File: config.mk
export PLATFORM = sky130hd
export DESIGN_NAME = adder32_mw_seq
export DESIGN_NICKNAME = d
export VERILOG_FILES = /design/src/rtl/adder32_mw_seq.sv
export SDC_FILE = /design/constraint.sdc
export NUM_CORES = 1
export LEC_CHECK = 0
export CAP_MARGIN = 20
export CORE_ASPECT_RATIO = 0.8
export CORE_MARGIN = 3
export CORE_UTILIZATION = 28
export CTS_CLUSTER_DIAMETER = 120
export CTS_CLUSTER_SIZE = 14
export DETAILED_ROUTE_END_ITERATION = 10
export GPL_TIMING_DRIVEN = 0
export MAX_ROUTING_LAYER = met4
export PLACE_DENSITY = 0.53
export SETUP_SLACK_MARGIN = 0.15
export SLEW_MARGIN = 0
export SYNTH_ARGS = -nofsm -noshare
export SYNTH_HDL_FRONTEND = slang
export SYNTH_SLANG_ARGS = --single-unit
export TNS_END_PERCENT = 50
File: constraint.sdc
create_clock -name clk -period 2.8 [get_ports clk]
set_input_delay 0.7 -clock clk [delete_from_list [all_inputs] [get_ports clk]]
set_output_delay 0.7 -clock clk [all_outputs]
set_load 0.02 [all_outputs]
File: src/rtl/adder32_mw_seq.sv


module adder32_mw_seq #(
    parameter int WORDS = 4
) (
    input  logic                clk,
    input  logic                rst_n,
    input  logic                req_valid,
    output logic                req_ready,
    input  logic                req_op,
    input  logic [WORDS*32-1:0] req_a,
    input  logic [WORDS*32-1:0] req_b,
    output logic [31:0]         add_a,
    output logic [31:0]         add_b,
    output logic                add_cin,
    input  logic [31:0]         add_sum,
    input  logic                add_cout,
    output logic                rsp_valid,
    input  logic                rsp_ready,
    output logic [WORDS*32-1:0] rsp_sum,
    output logic                rsp_carry,
    output logic                rsp_ovf
);
    localparam int IW = (WORDS > 1) ? $clog2(WORDS) : 1;
    localparam logic [IW-1:0] LAST = IW'(WORDS - 1);

    typedef enum logic [1:0] {IDLE, RUN, DONE} state_t;

    state_t                   state;
    logic [IW-1:0]            idx;
    logic                     carry_reg;
    logic                     op_reg;
    logic [WORDS-1:0][31:0]   a_reg;
    logic [WORDS-1:0][31:0]   b_reg;   // B already inverted for subtract
    logic [WORDS-1:0][31:0]   sum_reg;
    logic                     ovf_last;

    assign req_ready = (state == IDLE);
    assign rsp_valid = (state == DONE);
    assign rsp_sum   = sum_reg;

    // Signed overflow of the whole operation, judged on the most significant word.
    assign ovf_last = (a_reg[WORDS-1][31] == b_reg[WORDS-1][31]) &&
                      (add_sum[31] != a_reg[WORDS-1][31]);

    // Feed the shared adder only while running; idle it at zero otherwise.
    always_comb begin
        add_a   = 32'd0;
        add_b   = 32'd0;
        add_cin = 1'b0;
        if (state == RUN) begin
            add_a   = a_reg[idx];
            add_b   = b_reg[idx];
            add_cin = (idx == '0) ? op_reg : carry_reg;
        end
    end

    // Sequencer: latch operands, walk the words LSW first, hold the result for the client.
    always_ff @(posedge clk or negedge rst_n) begin
        if (!rst_n) begin
            state     <= IDLE;
            idx       <= '0;
            carry_reg <= 1'b0;
            op_reg    <= 1'b0;
            a_reg     <= '0;
            b_reg     <= '0;
            sum_reg   <= '0;
            rsp_carry <= 1'b0;
            rsp_ovf   <= 1'b0;
        end else begin
            case (state)
                IDLE: begin
                    if (req_valid) begin
                        a_reg  <= req_a;
                        b_reg  <= req_op ? ~req_b : req_b;
                        op_reg <= req_op;
                        idx    <= '0;
                        state  <= RUN;
                    end
                end
                RUN: begin
                    sum_reg[idx] <= add_sum;
                    carry_reg    <= add_cout;
                    if (idx == LAST) begin
                        rsp_carry <= add_cout;
                        rsp_ovf   <= ovf_last;
                        state     <= DONE;
                    end else begin
                        idx <= idx + 1'b1;
                    end
                end
                DONE: begin
                    if (rsp_ready) begin
                        state <= IDLE;
                    end
                end
                default: state <= IDLE;
            endcase
        end
    end
endmodule

==> flow_metrics.py, run 1 <==
metrics = {
    "outcome": {
        "status": "finished, violations left",
        "violations": "setup timing",
    },
    "placement": {
        "gp_congestion": 0.8280,
        "dpl-instance-area_sq_um": 24000,
        "io_buffers": 489,
        "hpwlAfterDp_mm": 44.00,
    },
    "detailed_routing": {
        "drc_errors": 0,
        "drt_iter0_markers": 487,
        "wl_met1_mm": 25.90,
        "via_per_inst": 4.562,
        "wl_met3_mm": 3.807,
        "wl_mm": 59.11,
        "num_vias": 12240,
        "top_layer": "met4",
        "first_pass_iters": 5,
        "dr_wl_met2_mm": 28.38,
        "wire_per_inst_microns": 22.03,
        "ant_nets": 0,
    },
    "global_route": {
        "grt_pass1_wl_mm": 87.04,
        "grt-ovfl-total": 0,
        "grt_start_max_net_pins": 117,
        "grt_pass1_vias": 13250,
        "antenna_found_initial": 9,
        "grtUsageTotal_pct": 17.71,
    },
    "logic_synthesis": {
        "synth.net_count": 1584,
        "ys_seq_area_share_pct": 54.60,
        "synth_area_per_cell_sq_um": 13.97,
        "synth_cell_types": 26,
        "synth_seq_cells": 392,
        "syn_inst": 1286,
        "ys_warn_count": 0,
        "async_flop_share_pct": 100.0,
        "synth_edf_count": 0,
        "synth_ff_type": "dfrtp_1",
        "syn_area_sq_um": 17960,
    },
    "clock_network": {
        "hold_buffers": 0,
        "cts.sinks": 392,
        "clk_path_buf_depth": 3,
        "cts_tree": "yes",
        "cts_buffers": 31,
        "clk_pin_slew_ns": 0.07,
        "root_buffer": "clkbuf_16",
        "ctsHtreeMaxLevel": 1,
        "clk_latency_ns": 0.59,
    },
    "worst_setup_path": {
        "setup.worst_path.start": "idx[0]$_DFFE_PN0P_",
        "worstPathArrival_ns": 2.33,
        "crit_path_end_kind": "output port",
        "crit_fanout": 10,
        "crit-reg2reg-launch": "idx[0]$_DFFE_PN0P_",
        "crit_type": "register to output port",
        "required_ns": 2.10,
        "setup.worst_path.start_class": "register",
    },
    "floorplanning": {
        "io_pins": 491,
        "die-area_sq_um": 67250,
        "initial_core_util_pct": 28.47,
        "fp.coreArea_sq_um": 63100,
        "die_h_microns": 232.6,
        "num_rows": 82,
        "dieWidth_microns": 289.2,
    },
    "sta": {
        "max_slew.worst_pin.slew_ns": 0.8188,
        "setup_slack_ns": -0.2321,
        "clock.fmax_mhz": 329.8,
        "hold_viol": 0,
        "rsz0062_at_grt": "yes",
        "maxSlewHeadroom_pct": 45.41,
        "finalSetupViolations": 65,
        "period_minus_slack_ns": 3.032,
        "fin_hold_ws_ns": 0.04119,
        "period_share_pct": 108.3,
        "finClkSkew_ns": 0.01428,
        "tns_ns": -8.087,
        "drv_slew": 0,
    },
    "final_layout": {
        "drive_above_1_share_pct": 30.15,
        "fillers": 5999,
        "seqCellArea_sq_um": 9812,
        "multiInputGateArea_sq_um": 7666,
        "area_growth_pct": 41.30,
        "fin_area_sq_um": 25380,
        "fin_nets": 2133,
        "final_cell_mix": "422 x clkdlybuf4s50_1, 390 x dfrtp_1, 158 x mux2_2",
        "layout_commonest_cell": "clkdlybuf4s50_1",
    },
    "power": {
        "power_density_nw_per_um2": 1208,
        "p_leak_nw": 10.79,
        "ir_worst_vdd_v": 0.0004663,
    },
    "min_path": {
        "worstHoldPathType": "input pin to async pin",
    },
    "flow_run": {
        "cap_viol_max_count": 0,
    },
}
report_power, final:
part | internal [W] | switching [W] | leakage (nW) | total [W]
combinational | 0.00910 | 0.00748 | 5.73 | 0.0166
sequential | 0.00855 | 0.00159 | 4.67 | 0.0101
clock | 0.00194 | 0.00201 | 0.387 | 0.00395
total | 0.0196 | 0.0111 | 10.8 | 0.0307
what timing repair did:
action | in CTS | in global routing
pin swaps | 9 | 6
setup endpoints to repair | 163 | 73
gates cloned | 2 | 0
resized for setup | 433 | 46
hold endpoints to repair | 0 | 0
buffers inserted | 17 | 5
cell families after synthesis:
kind of cell    Yosys count  share of synthesized area (%)
compound gates          134                          3.754
flops                   392                          54.60
xor+xnor                128                          6.240
mux                     323                          26.34
fa+ha+maj                 4                         0.2786
buf+inv                  95                          3.357
simple gates            210                          5.426
per-layer routing:
layer | global-route usage [%] | vias up
met1 | 23.04 | 6267
met3 | 3.732 | 61
met4 | 3.243 | 0
li1 | - | 5542
met2 | 28.81 | 370
met5 | - | -
metrics by stage:
step                      instances  worst slack, ns  util, %  power (W)
final                          2683          -0.2321    40.23    0.03067
after global routing           2682          -0.3371    40.23    0.03254
after CTS                      2669          -0.3515    39.94    0.03078
after detailed placement       2618           -1.417    38.03    0.02586
after global placement         2615           -16.70    37.89    0.02565
after floorplan                1286           0.3502        -    0.01911
path summary, 6_finish.rpt:
kind,to,slack [ns],depth (start not counted)
min in group clk,b_reg[111]$_DFFE_PN0P_,0.48,2
hold reg to reg,b_reg[111]$_DFFE_PN0P_,0.48,2
hold / removal,rsp_sum[54]$_DFFE_PN0P_,0.04,1
setup / recovery,add_a[2],-0.23,5
max in group asynchronous,a_reg[107]$_DFFE_PN0P_,1.23,3
setup reg to reg,rsp_sum[71]$_DFFE_PN0P_,0.49,9
layout make-up:
type | instances | area share [%]
Inverter | 3 | 0.05422
Clock inverter | 1 | 0.03450
Multi-Input combinational cell | 799 | 30.20
Antenna cell | 9 | 0.08872
Buffer | 92 | 3.160
Sequential cell | 392 | 38.65
Timing Repair Buffer | 516 | 20.61
Clock buffer | 31 | 3.056
Tap cell | 840 | 4.140
critical path, cell delays in order (launching register included):
cell and delay (ns):
dfrtp_2 0.44, buf_12 0.18, buf_12 0.17, mux4_2 0.49
and2_1 0.17, clkdlybuf4s15_2 0.27
cell usage after synthesis (3+ instances only):
cell        n  share of area (%)
dfrtp_1   392                 55
mux2_2    158                9.9
nor2_1      4              0.084
and2_1     64                2.2
buf_1       4              0.084
xnor2_1   128                6.2
buf_2      30               0.84
clkbuf_1   43               0.90
o21ai_0   132                3.7
inv_1       3              0.063
buf_6       4               0.25
ha_1        4               0.28
buf_12     11                1.2
mux2_4    100                8.4
mux4_2     64                8.0
nand2_1   135                2.8
(Power assumes the default switching activity.)
==> inputs of run 2 (changes only) <==
--- a/config.mk
+++ b/config.mk
@@ -13,6 +13,7 @@
 export CTS_CLUSTER_SIZE = 14
 export DETAILED_ROUTE_END_ITERATION = 10
 export GPL_TIMING_DRIVEN = 0
+export HOLD_SLACK_MARGIN = 0.1
 export MAX_ROUTING_LAYER = met4
 export PLACE_DENSITY = 0.53
 export SETUP_SLACK_MARGIN = 0.15
==> constraint.sdc (replaced) <==
create_clock -name clk -period 3.24 [get_ports clk]
set_input_delay 0.81 -clock clk [delete_from_list [all_inputs] [get_ports clk]]
set_output_delay 0.81 -clock clk [all_outputs]
set_load 0.02 [all_outputs]
==> flow_metrics.py, run 2 (synthesis results as in run 1) <==
metrics = {
    "detailed_routing": {
        "first_pass_iters": 5,
        "wl_mm": 59.16,
        "num_vias": 12220,
        "ant_nets": 0,
        "drc_errors": 0,
        "wire_per_inst_microns": 22.11,
        "via_per_inst": 4.567,
        "drt_iter0_markers": 469,
    },
    "power": {
        "ir_worst_vdd_v": 0.0004038,
        "p_leak_nw": 10.67,
        "power_density_nw_per_um2": 1035,
    },
    "sta": {
        "rsz0062_at_grt": "yes",
        "finClkSkew_ns": 0.01425,
        "drv_slew": 0,
        "hold_viol": 0,
        "clock.fmax_mhz": 323.0,
        "setup_slack_ns": 0.1440,
        "max_slew.worst_pin.slew_ns": 0.8222,
        "finalSetupViolations": 0,
        "period_minus_slack_ns": 3.096,
        "tns_ns": 0,
        "period_share_pct": 95.56,
        "maxSlewHeadroom_pct": 45.19,
    },
    "clock_network": {
        "ctsHtreeMaxLevel": 1,
        "clk_path_buf_depth": 3,
        "clk_pin_slew_ns": 0.07,
        "cts_buffers": 31,
        "cts.sinks": 392,
        "root_buffer": "clkbuf_16",
        "cts_tree": "yes",
        "clk_latency_ns": 0.59,
    },
    "final_layout": {
        "final_util_pct": 39.80,
        "fin_nets": 2127,
        "area_growth_pct": 39.80,
        "seqCellArea_sq_um": 9812,
        "layout_commonest_cell": "clkdlybuf4s50_1",
        "multiInputGateArea_sq_um": 7631,
        "fin_area_sq_um": 25110,
        "drive_above_1_share_pct": 29.05,
        "fillers": 6042,
        "final_cell_mix": "423 x clkdlybuf4s50_1, 390 x dfrtp_1, 158 x mux2_2",
    },
    "floorplanning": {
        "dieWidth_microns": 289.2,
        "die-area_sq_um": 67250,
        "die_h_microns": 232.6,
        "fp.coreArea_sq_um": 63100,
        "initial_core_util_pct": 28.47,
        "num_rows": 82,
        "io_pins": 491,
    },
    "placement": {
        "dpl-instance-area_sq_um": 24000,
        "io_buffers": 489,
        "gp_congestion": 0.8280,
        "hpwlAfterDp_mm": 44.00,
        "dp_worst_setup_slack_ns": -1.087,
    },
    "global_route": {
        "grt_start_max_net_pins": 117,
        "grt_pass1_wl_mm": 86.83,
        "grt_pass1_vias": 13240,
        "antenna_found_initial": 9,
        "grt-ovfl-total": 0,
        "grtUsageTotal_pct": 17.65,
    },
    "worst_setup_path": {
        "crit_path_end_kind": "output port",
        "crit_fanout": 5,
        "worstRegToRegCells": 6,
        "worstPathArrival_ns": 2.29,
        "crit_type": "register to output port",
        "setup.worst_path.start_class": "register",
        "required_ns": 2.43,
    },
    "flow_run": {
        "cap_viol_max_count": 0,
    },
    "min_path": {
        "worstHoldPathType": "input pin to async pin",
    },
    "outcome": {
        "status": "finished, final reports clean",
    },
}
-- run 2: report_power, final --
group	total, W	internal [W]	switching [W]
sequential	0.00875	0.00738	0.00137
clock	0.00342	0.00168	0.00174
combinational	0.0138	0.00743	0.00639
-- run 2: worst paths after layout --
path / from / end / slack [ns]
max: idx[0]$_DFFE_PN0P_ / add_b[14] / 0.14
min: rst_n / rsp_sum[54]$_DFFE_PN0P_ / 0.15
max reg2reg: idx[0]$_DFFE_PN0P_ / rsp_sum[125]$_DFFE_PN0P_ / 0.77
min reg2reg: b_reg[111]$_DFFE_PN0P_ / b_reg[111]$_DFFE_PN0P_ / 0.48
max in group asynchronous: rst_n / a_reg[124]$_DFFE_PN0P_ / 1.56
min in group clk: b_reg[111]$_DFFE_PN0P_ / b_reg[111]$_DFFE_PN0P_ / 0.48
-- run 2: critical path, stage by stage, from the launching register on --
cell and delay (ns):
dfrtp_2 0.45, buf_6 0.13, buf_12 0.13, buf_12 0.13, buf_4 0.13, mux4_2 0.42
and2_4 0.16, buf_6 0.12
-- run 2: layer usage --
layer / GRT usage (%) / vias up / share of wire [%]
li1: - / 5523 / -
met5: - / - / 0
met3: 3.790 / 59 / 6.2
met2: 28.74 / 348 / 48
met1: 22.86 / 6290 / 44
met4: 3.353 / 0 / 1.8
-- run 2: layout make-up --
type / instances / share of cell area (%)
antenna: 8 / 0.07971
buffer: 92 / 3.134
clock buffer: 31 / 3.089
clock inverter: 1 / 0.03487
inverter: 3 / 0.05480
multi-input combinational: 799 / 30.39
sequential: 392 / 39.07
tap: 840 / 4.185
timing repair buffer: 510 / 19.97
-- run 2: timing repair --
action | in CTS | in global routing
setup endpoints to repair | 139 | 60
gates cloned | 0 | 2
setup buffers | 13 | 3
pin swaps | 1 | 11
hold endpoints to repair | 0 | 0
gates resized for setup | 388 | 32
hold buffers | 0 | 0
-- run 2: stage by stage --
stage	total power (W)	std cells	hold WS, ns
4_1_cts	0.02612	2663	0.1447
5_1_grt	0.02759	2676	0.1581
6_report	0.02600	2676	0.1513
3_3_place_gp	0.02217	2615	0.4566
2_1_floorplan	0.01651	1286	0.4446
3_5_place_dp	0.02235	2618	0.4662
